==> config.mk <==
export PLATFORM = sky130hd
export DESIGN_NAME = ex_flag_stage
export DESIGN_NICKNAME = d
export VERILOG_FILES = /design/src/rtl/ex_flag_stage_pkg.sv /design/src/rtl/ex_flag_stage_flag_calc.sv /design/src/rtl/ex_flag_stage.sv
export SDC_FILE = /design/constraint.sdc
export NUM_CORES = 1
export LEC_CHECK = 0
export BUFFER_PORTS_ARGS = -buffer_cell sky130_fd_sc_hd__buf_2
export CAP_MARGIN = 20
export CORE_MARGIN = 2
export CORE_UTILIZATION = 45
export DETAILED_ROUTE_END_ITERATION = 12
export GPL_TIMING_DRIVEN = 0
export PLACE_DENSITY = 0.77
export SLEW_MARGIN = 20
export SYNTH_ARGS = -nofsm -noshare
export SYNTH_HDL_FRONTEND = slang
export SYNTH_SLANG_ARGS = --single-unit
==> constraint.sdc <==
create_clock -name clk -period 2.4 [get_ports clk]
set_input_delay 0.12 -clock clk [delete_from_list [all_inputs] [get_ports clk]]
set_output_delay 0.12 -clock clk [all_outputs]
set_load 0.05 [all_outputs]
==> src/rtl/ex_flag_stage_pkg.sv <==
// Shared definitions for the EX/MEM flag stage: opcodes, condition codes
// and the N/Z/V flag record.
package ex_flag_stage_pkg;

    localparam logic [3:0] OP_ADD    = 4'b0000;
    localparam logic [3:0] OP_SUB    = 4'b0001;
    localparam logic [3:0] OP_XOR    = 4'b0010;
    localparam logic [3:0] OP_RED    = 4'b0011;
    localparam logic [3:0] OP_SLL    = 4'b0100;
    localparam logic [3:0] OP_SRA    = 4'b0101;
    localparam logic [3:0] OP_ROR    = 4'b0110;
    localparam logic [3:0] OP_PADDSB = 4'b0111;

    typedef enum logic [2:0] {
        CC_NE  = 3'b000,
        CC_EQ  = 3'b001,
        CC_GT  = 3'b010,
        CC_LT  = 3'b011,
        CC_GE  = 3'b100,
        CC_LE  = 3'b101,
        CC_OV  = 3'b110,
        CC_UNC = 3'b111
    } cc_e;

    typedef struct packed {
        logic n;
        logic z;
        logic v;
    } flags_t;

    // Opcodes with bit 3 set are memory/control instructions, not ALU ops.
    function automatic logic is_alu_op(input logic [3:0] opcode);
        return ~opcode[3];
    endfunction

endpackage

==> src/rtl/ex_flag_stage_flag_calc.sv <==
// Combinational next-flag computation: candidate N/Z/V values for the EX
// instruction plus which of them this opcode is allowed to write.
module ex_flag_stage_flag_calc
    import ex_flag_stage_pkg::*;
#(
    parameter int WIDTH = 16
) (
    input  logic [3:0]       opcode,
    input  logic [WIDTH-1:0] op_a,
    input  logic [WIDTH-1:0] op_b,
    input  logic [WIDTH-1:0] alu_result,
    output logic             n_next,
    output logic             z_next,
    output logic             v_next,
    output logic             upd_n,
    output logic             upd_z,
    output logic             upd_v
);

    logic [WIDTH-1:0] sum_raw;
    logic [WIDTH-1:0] diff_raw;
    logic             a_sign;
    logic             b_sign;

    // Overflow is judged on the wrapped result even though the ALU saturates.
    assign sum_raw  = op_a + op_b;
    assign diff_raw = op_a - op_b;
    assign a_sign   = op_a[WIDTH-1];
    assign b_sign   = op_b[WIDTH-1];

    always_comb begin
        n_next = alu_result[WIDTH-1];
        z_next = (alu_result == '0);
        v_next = 1'b0;
        upd_n  = 1'b0;
        upd_z  = 1'b0;
        upd_v  = 1'b0;
        if (is_alu_op(opcode)) begin
            case (opcode)
                OP_ADD: begin
                    upd_n  = 1'b1;
                    upd_z  = 1'b1;
                    upd_v  = 1'b1;
                    v_next = (a_sign == b_sign) && (sum_raw[WIDTH-1] != a_sign);
                end
                OP_SUB: begin
                    upd_n  = 1'b1;
                    upd_z  = 1'b1;
                    upd_v  = 1'b1;
                    v_next = (a_sign != b_sign) && (diff_raw[WIDTH-1] != a_sign);
                end
                OP_XOR, OP_SLL, OP_SRA, OP_ROR: begin
                    upd_z = 1'b1;
                end
                default: begin
                    upd_n = 1'b0;
                end
            endcase
        end
    end

endmodule

==> src/rtl/ex_flag_stage.sv <==
// EX/MEM pipeline register with the N/Z/V flag register and the branch
// condition evaluator that decode reads.
module ex_flag_stage
    import ex_flag_stage_pkg::*;
#(
    parameter int WIDTH = 16,
    parameter int REGW  = 4
) (
    input  logic             clk,
    input  logic             rst_n,
    input  logic             valid_in,
    input  logic [3:0]       opcode,
    input  logic [WIDTH-1:0] op_a,
    input  logic [WIDTH-1:0] op_b,
    input  logic [WIDTH-1:0] alu_result,
    input  logic [REGW-1:0]  dst_in,
    input  logic             wr_en_in,
    input  logic             stall,
    input  logic             flush,
    input  logic [2:0]       cond,
    output logic             valid_out,
    output logic [WIDTH-1:0] result_out,
    output logic [REGW-1:0]  dst_out,
    output logic             wr_en_out,
    output logic             flag_n,
    output logic             flag_z,
    output logic             flag_v,
    output logic             cond_true
);

    // Pipeline control: stall holds every register (valid_out included) and
    // beats flush; flush with no stall inserts a bubble; otherwise the EX
    // instruction moves to MEM. Only an accepted valid instruction may write
    // flags, and wr_en_out is never set for a bubble.
    logic   n_next, z_next, v_next;
    logic   upd_n, upd_z, upd_v;
    logic   accept;
    flags_t flags_q;

    ex_flag_stage_flag_calc #(
        .WIDTH(WIDTH)
    ) u_flag_calc (
        .opcode    (opcode),
        .op_a      (op_a),
        .op_b      (op_b),
        .alu_result(alu_result),
        .n_next    (n_next),
        .z_next    (z_next),
        .v_next    (v_next),
        .upd_n     (upd_n),
        .upd_z     (upd_z),
        .upd_v     (upd_v)
    );

    assign accept = valid_in & ~stall & ~flush;

    always_ff @(posedge clk) begin
        if (!rst_n) begin
            valid_out  <= 1'b0;
            wr_en_out  <= 1'b0;
            result_out <= '0;
            dst_out    <= '0;
        end else if (stall) begin
            valid_out  <= valid_out;
        end else if (flush) begin
            valid_out  <= 1'b0;
            wr_en_out  <= 1'b0;
        end else begin
            valid_out  <= valid_in;
            wr_en_out  <= wr_en_in & valid_in;
            result_out <= alu_result;
            dst_out    <= dst_in;
        end
    end

    always_ff @(posedge clk) begin
        if (!rst_n) begin
            flags_q <= '0;
        end else if (accept) begin
            if (upd_n) flags_q.n <= n_next;
            if (upd_z) flags_q.z <= z_next;
            if (upd_v) flags_q.v <= v_next;
        end
    end

    assign flag_n = flags_q.n;
    assign flag_z = flags_q.z;
    assign flag_v = flags_q.v;

    // Reads only the registered flags; a setter still in EX is not forwarded.
    always_comb begin
        cond_true = 1'b0;
        case (cc_e'(cond))
            CC_NE:   cond_true = ~flags_q.z;
            CC_EQ:   cond_true = flags_q.z;
            CC_GT:   cond_true = ~flags_q.z & ~flags_q.n;
            CC_LT:   cond_true = flags_q.n;
            CC_GE:   cond_true = flags_q.z | ~flags_q.n;
            CC_LE:   cond_true = flags_q.n | flags_q.z;
            CC_OV:   cond_true = flags_q.v;
            CC_UNC:  cond_true = 1'b1;
            default: cond_true = 1'b0;
        endcase
    end

endmodule

# After elaboration in Yosys (flattened, before gate mapping)
# Index checks and enable logic that the tools add are counted.
[word_totals]
reg_bits = 25
input_bits = 65
[classes]
add_sub_neg = 2
eq_ne = 16
n_mux = 9
bitwise_logic = 10
reduce_logical = 10
[ops]
columns = ["op", "count"]
rows = [
  ["16-bit adder", 1],
  ["16-bit logical NOT", 1],
  ["16-bit subtractor", 1],
  ["3-bit equality test, second input constant", 4],
  ["4-bit by 3-bit equality test with 1-bit output, second input constant", 3],
  ["1-bit one-hot mux with 8 select lines", 1],
  ["1-bit two-way mux", 7],
  ["3-bit by 2-bit equality test with 1-bit output, second input constant", 2],
  ["2-bit AND reduction", 3],
  ["6-bit OR reduction", 1],
  ["1-bit AND", 4],
  ["4-bit by 1-bit equality test with 1-bit output, second input constant", 1],
  ["4-bit by 2-bit equality test with 1-bit output, second input constant", 1],
  ["4-bit logical NOT", 1],
  ["1-bit inverter", 4],
  ["3-bit by 1-bit equality test with 1-bit output, second input constant", 1],
  ["3-bit logical NOT", 1],
  ["1-bit inequality test", 3],
  ["1-bit logical AND", 2],
  ["1-bit bitwise OR", 2],
  ["1-bit one-hot mux with 2 select lines", 1],
  ["2-bit OR reduction", 1],
  ["1-bit equality test", 1],
]

# Depth between registers and ports, before layout
[depth]
word_depth = 5
mapped_depth = 9
depth_no_buf = 9

# Modules after synthesis
# Synthesis repeated with hierarchy kept, for this count alone.
[hier_totals]
cells_unflattened = 221
hier_area_um2 = 1901.8
[modules_own_cells]
columns = ["module", "instances", "cells_per_inst", "area_each_um2", "seq_area_each_um2"]
rows = [
  ["ex_flag_stage", 1, 118, 1106.1, 500.5],
  ["ex_flag_stage_flag_calc", 1, 103, 795.8, 0.0],
]

# Worst setup path after synthesis
# OpenSTA, ideal clock, no wires.
[synth_timing]
path_type = "in2reg"
start = "in op_b[4]"
end = "reg flags_q (netlist bit flag_v)"
setup_time_ns = 0.087
arrival_ns = 1.717
required_time_ns = 2.313
path_slack_ns = 0.596
path_stages = 8
cell_sequence = "inv_1 ha_1 or4_1 nor2_1 o311ai_1 a2111oi_2 nor3b_1 o31ai_1"
[synth_via]
elab_chain_len = 5
elab_cells_between_ends = 8
cone_classes = "add/sub (2); eq/ne (2); mux (2); reduce/logical (2)"
[synth_lines]
columns = ["element", "line_no", "rtl"]
rows = [
  ["from (decl)", "ex_flag_stage.sv:14", "input logic [WIDTH-1:0] op_b,"],
  ["16-bit subtractor / 16-bit adder (equally long branches)", "ex_flag_stage_flag_calc.sv:27, ex_flag_stage_flag_calc.sv:26", ""],
  ["1-bit inequality test, on equally long branches", "ex_flag_stage_flag_calc.sv:50, ex_flag_stage_flag_calc.sv:44", ""],
  ["1-bit logical AND, on equally long branches", "ex_flag_stage_flag_calc.sv:50, ex_flag_stage_flag_calc.sv:44", ""],
  ["1-bit one-hot mux with 2 select lines (*)", "ex_flag_stage_flag_calc.sv:39", "case (opcode)"],
  ["1-bit two-way mux (*)", "ex_flag_stage_flag_calc.sv:38", "if (is_alu_op(opcode)) begin"],
  ["to (decl)", "ex_flag_stage.sv:38", "flags_t flags_q;"],
]
# Every way passes the cells marked *; elsewhere a longest branch is shown, timed or not.
# A chain may end at the register's enable or synchronous reset.

# Worst setup path after layout
[layout_timing]
start = "in op_a[4]"
end = "reg flags_q (netlist bit flag_v)"
[layout_via]
elab_chain_len = 5
elab_cells_between_ends = 8
cone_classes = "add/sub (2); eq/ne (2); mux (2); reduce/logical (2)"
[layout_lines]
columns = ["element", "line_no", "rtl"]
rows = [
  ["from (decl)", "ex_flag_stage.sv:13", "input logic [WIDTH-1:0] op_a,"],
  ["16-bit subtractor / 16-bit adder (equally long branches)", "ex_flag_stage_flag_calc.sv:27, ex_flag_stage_flag_calc.sv:26", ""],
  ["1-bit inequality test, on equally long branches", "ex_flag_stage_flag_calc.sv:50, ex_flag_stage_flag_calc.sv:44", ""],
  ["1-bit logical AND, on equally long branches", "ex_flag_stage_flag_calc.sv:50, ex_flag_stage_flag_calc.sv:44", ""],
  ["1-bit one-hot mux with 2 select lines (*)", "ex_flag_stage_flag_calc.sv:39", ""],
  ["1-bit two-way mux (*)", "ex_flag_stage_flag_calc.sv:38", ""],
]
# Marked as above.

==> impl_results.md <==
* Synth-to-Final Area Change at 32.9%
* Bufs on Longest Clock Path at 2
* DP Area at 2210 sq um
* Share of layout cells above drive strength 1 at between 30% and 40%
* Worst Setup Start Kind: input pin
* Crit Path Max Fanout at 4
* Initial DRC count at 32
* Fin nets at around 400
* Worst-Skew Late Latency at roughly 0.26 ns
* Routed wire length per instance at about 11 um
* GRT overflow at 0
* GRT Util Overall at between 15 and 20%
* CP max stage cell: or4_1
* DR vias/cell at ~5
* Worst Path Class, Setup: input pin to flip-flop
* PortBufs at 90
* TritonCTS Sinks at 25
* Synthesized area at around 1700 sq um
* Die width at 65.4 um
* Finished Core Util at a little over 60%
* Maximum VDD drop at about 530 uV
* Residual DRC count at 0
* Fmax at roughly 560 MHz
* Htree depth at 1
* Die Ht at between 60 and 70 um
* Min Clock Period, post-route at around 1.8 ns
* Total negative setup slack at 0 ns
* Sequential area share after synthesis at ~29%
* Detail Placement HPWL at 3.33 mm
* IO Pins at 91
* Worst-path cell chain: buf_2 -> ha_1 -> or4_1 -> nor2_1 -> o311ai_1 -> a2111oi_2 -> nor3b_1 -> o31ai_1
* Clk slew on worst S/H paths at around 0.090 ns
* Routed Wire Length at between 4 and 5 mm
* Vias in the first global route at 1,710
* Synth warnings at 0
* Post-CTS Hold Buffers at 0
* Final Max Slew Viols at 0
* Largest net degree at the start of global routing at 16
* Rows at 22
* Count of state elements after synthesis at 25
* Final Skew at 0 ns
* Die Area at between 4000 and 5000 sq um
* TritonCTS Buffers at 3
* CTS tree: done
* CP arrival at around 2.0 ns
* Fill cells at roughly 350
* Hold Path Class: input pin to flip-flop
* Worst slack, placed at approximately 0.34 ns
* Clock root buffer: clkbuf_8
* Via Count at about 1,800
* ANT nets after route at 0
* Global placement routability congestion at 0.829
* Post-Synthesis Cells at around 220
* Initial antenna violation count at 0
* Number of antenna diodes at 0
* Core Box Area at approximately 3600 sq um
* Distinct cells, synth at 34
* Drt pass-1 iters at 4
* Initial Utilization at 46.8%
* Worst-Margin Slew at 0.457 ns
* Worst hold margin at 0.0803 ns
* CP Data Required Time at about 2.6 ns
* Syn Nets at 309
* First-pass GRT wire length at 6.73 mm
* Period utilization at about three quarters
* # setup viols final at 0
* Final Cell Area at between 2000 and 2500 sq um
* Worst path max stage delay at 0.56 ns
* Static leakage at approximately 0.0012 uW
* Critical path capture point type: flip-flop
* Post-CTS Setup Inserts at 0
* RSZ-0062 raised after global routing: no
* Hold Vio Cnt, Final at 0
* Outcome: finished clean
* Syn_area_per_cell at ~7.9 sq um
* Max-Cap Viols at 0
* Fin worst setup slack at between 0.6 and 0.7 ns
* PostCTS Resize Cnt at 0
* Power Density at roughly 440 nW/um^2
* Max-slew headroom at roughly 70%
[layout make-up]
| cell class | count | area, sq um | share of cell area (%) |
|---|---|---|---|
| inverters | 21 | 78.8 | 3.49 |
| multi-input cells | 164 | 1100 | 48.6 |
| well taps | 48 | 60.1 | 2.66 |
| clock buffers | 3 | 41.3 | 1.83 |
| repair buffers | 90 | 450 | 19.9 |
| flip-flops and latches | 25 | 500 | 22.2 |
| plain buffers | 6 | 22.5 | 0.997 |
| clock inverters | 1 | 7.51 | 0.332 |
[state kept, by name, indices dropped and copies added, names as in the netlist]
register,count
result_out,16
flag_n,1
flag_z,1
valid_out,1
dst_out,4
flag_v,1
wr_en_out,1
[kinds of logic after synthesis]
| family | synth area share, % |
|---|---|
| and+or+nand+nor | 22.8 |
| DFF | 29.5 |
| adders and majority gates | 20.6 |
| buffers and inverters | 5.96 |
| AOI/OAI and AO/OA | 18.9 |
| muxes | 2.36 |
[cell usage in the layout, fill, tap and decap left out, types with 4 or more instances in the layout]
cell,synthesis,layout
buf_2,0,90
nand2_1,42,42
a21oi_1,33,33
ha_1,28,28
dfxtp_1,25,25
inv_1,20,20
nor2_1,9,9
clkbuf_1,6,6
nor4_1,6,6
mux2i_1,4,4
nand3b_1,4,4
nand4_1,4,4
[where the power goes]
| part | switching, uW | total, uW | internal (uW) |
|---|---|---|---|
| combinational | 185 | 299 | 114 |
| clock | 139 | 256 | 118 |
| sequential | 7.61 | 439 | 431 |
| total | 331 | 994 | 663 |
[layer usage]
metal	track usage, %	vias to the layer above	wire length, um
li1	-	938	-
met1	24.1	816	1830
met2	33.3	58	1800
met3	4.97	6	294
met4	6.51	0	76
met5	0	-	0
[synthesized netlist by cell type, drive strengths merged]
| cell type | number | share of area, % |
|---|---|---|
| and4 | 1 | 0.52 |
| o311ai | 1 | 0.52 |
| o21bai | 2 | 0.88 |
| nor4bb | 1 | 0.59 |
| dfxtp | 25 | 29 |
| o31a | 1 | 0.52 |
| and2b | 1 | 0.52 |
| a2111oi | 2 | 1.8 |
| nand3b | 4 | 1.8 |
| or3 | 1 | 0.37 |
| nand3 | 3 | 0.88 |
| o21ai | 3 | 0.88 |
| ha | 28 | 21 |
| a311oi | 1 | 0.52 |
| o31ai | 2 | 0.88 |
| or4 | 1 | 0.44 |
| inv | 21 | 4.6 |
| or2 | 1 | 0.37 |
| nor3b | 2 | 0.88 |
| mux2i | 4 | 2.4 |
| a21o | 2 | 0.88 |
| a31oi | 1 | 0.37 |
| nand2 | 42 | 9.3 |
| nor2b | 3 | 1.1 |
| o32a | 1 | 0.59 |
| nor4 | 6 | 2.2 |
| o21a | 1 | 0.44 |
| nand2b | 1 | 0.37 |
| a211oi | 2 | 0.88 |
| clkbuf | 6 | 1.3 |
| a21oi | 33 | 9.7 |
| nor2 | 9 | 2.0 |
| nand4 | 4 | 1.5 |
[per-stage QoR]
stage / cells / total power, uW
6_report: 358 / 994
5_1_grt: 358 / 1050
4_1_cts: 358 / 1000
3_5_place_dp: 354 / 748
3_3_place_gp: 354 / 742
2_1_floorplan: 216 / 635
[critical path: cells and delay by family]
kind	cells	cell delay, ns
AOI/OAI and AO/OA	3	0.67
adders and majority gates	1	0.32
buffers and inverters	1	0.11
and+or+nand+nor	3	0.77
[path summary, 6_finish.rpt]
kind / from / end / slack, ns / depth (start not counted)
setup / recovery: op_a[4] / flag_v / 0.61 / 8
hold reg to reg: result_out[15] / result_out[15] / 0.45 / 2
setup reg to reg: flag_n / flag_n / 1.73 / 2
hold / removal: dst_in[2] / dst_out[2] / 0.08 / 3
(Power assumes the default switching activity.)
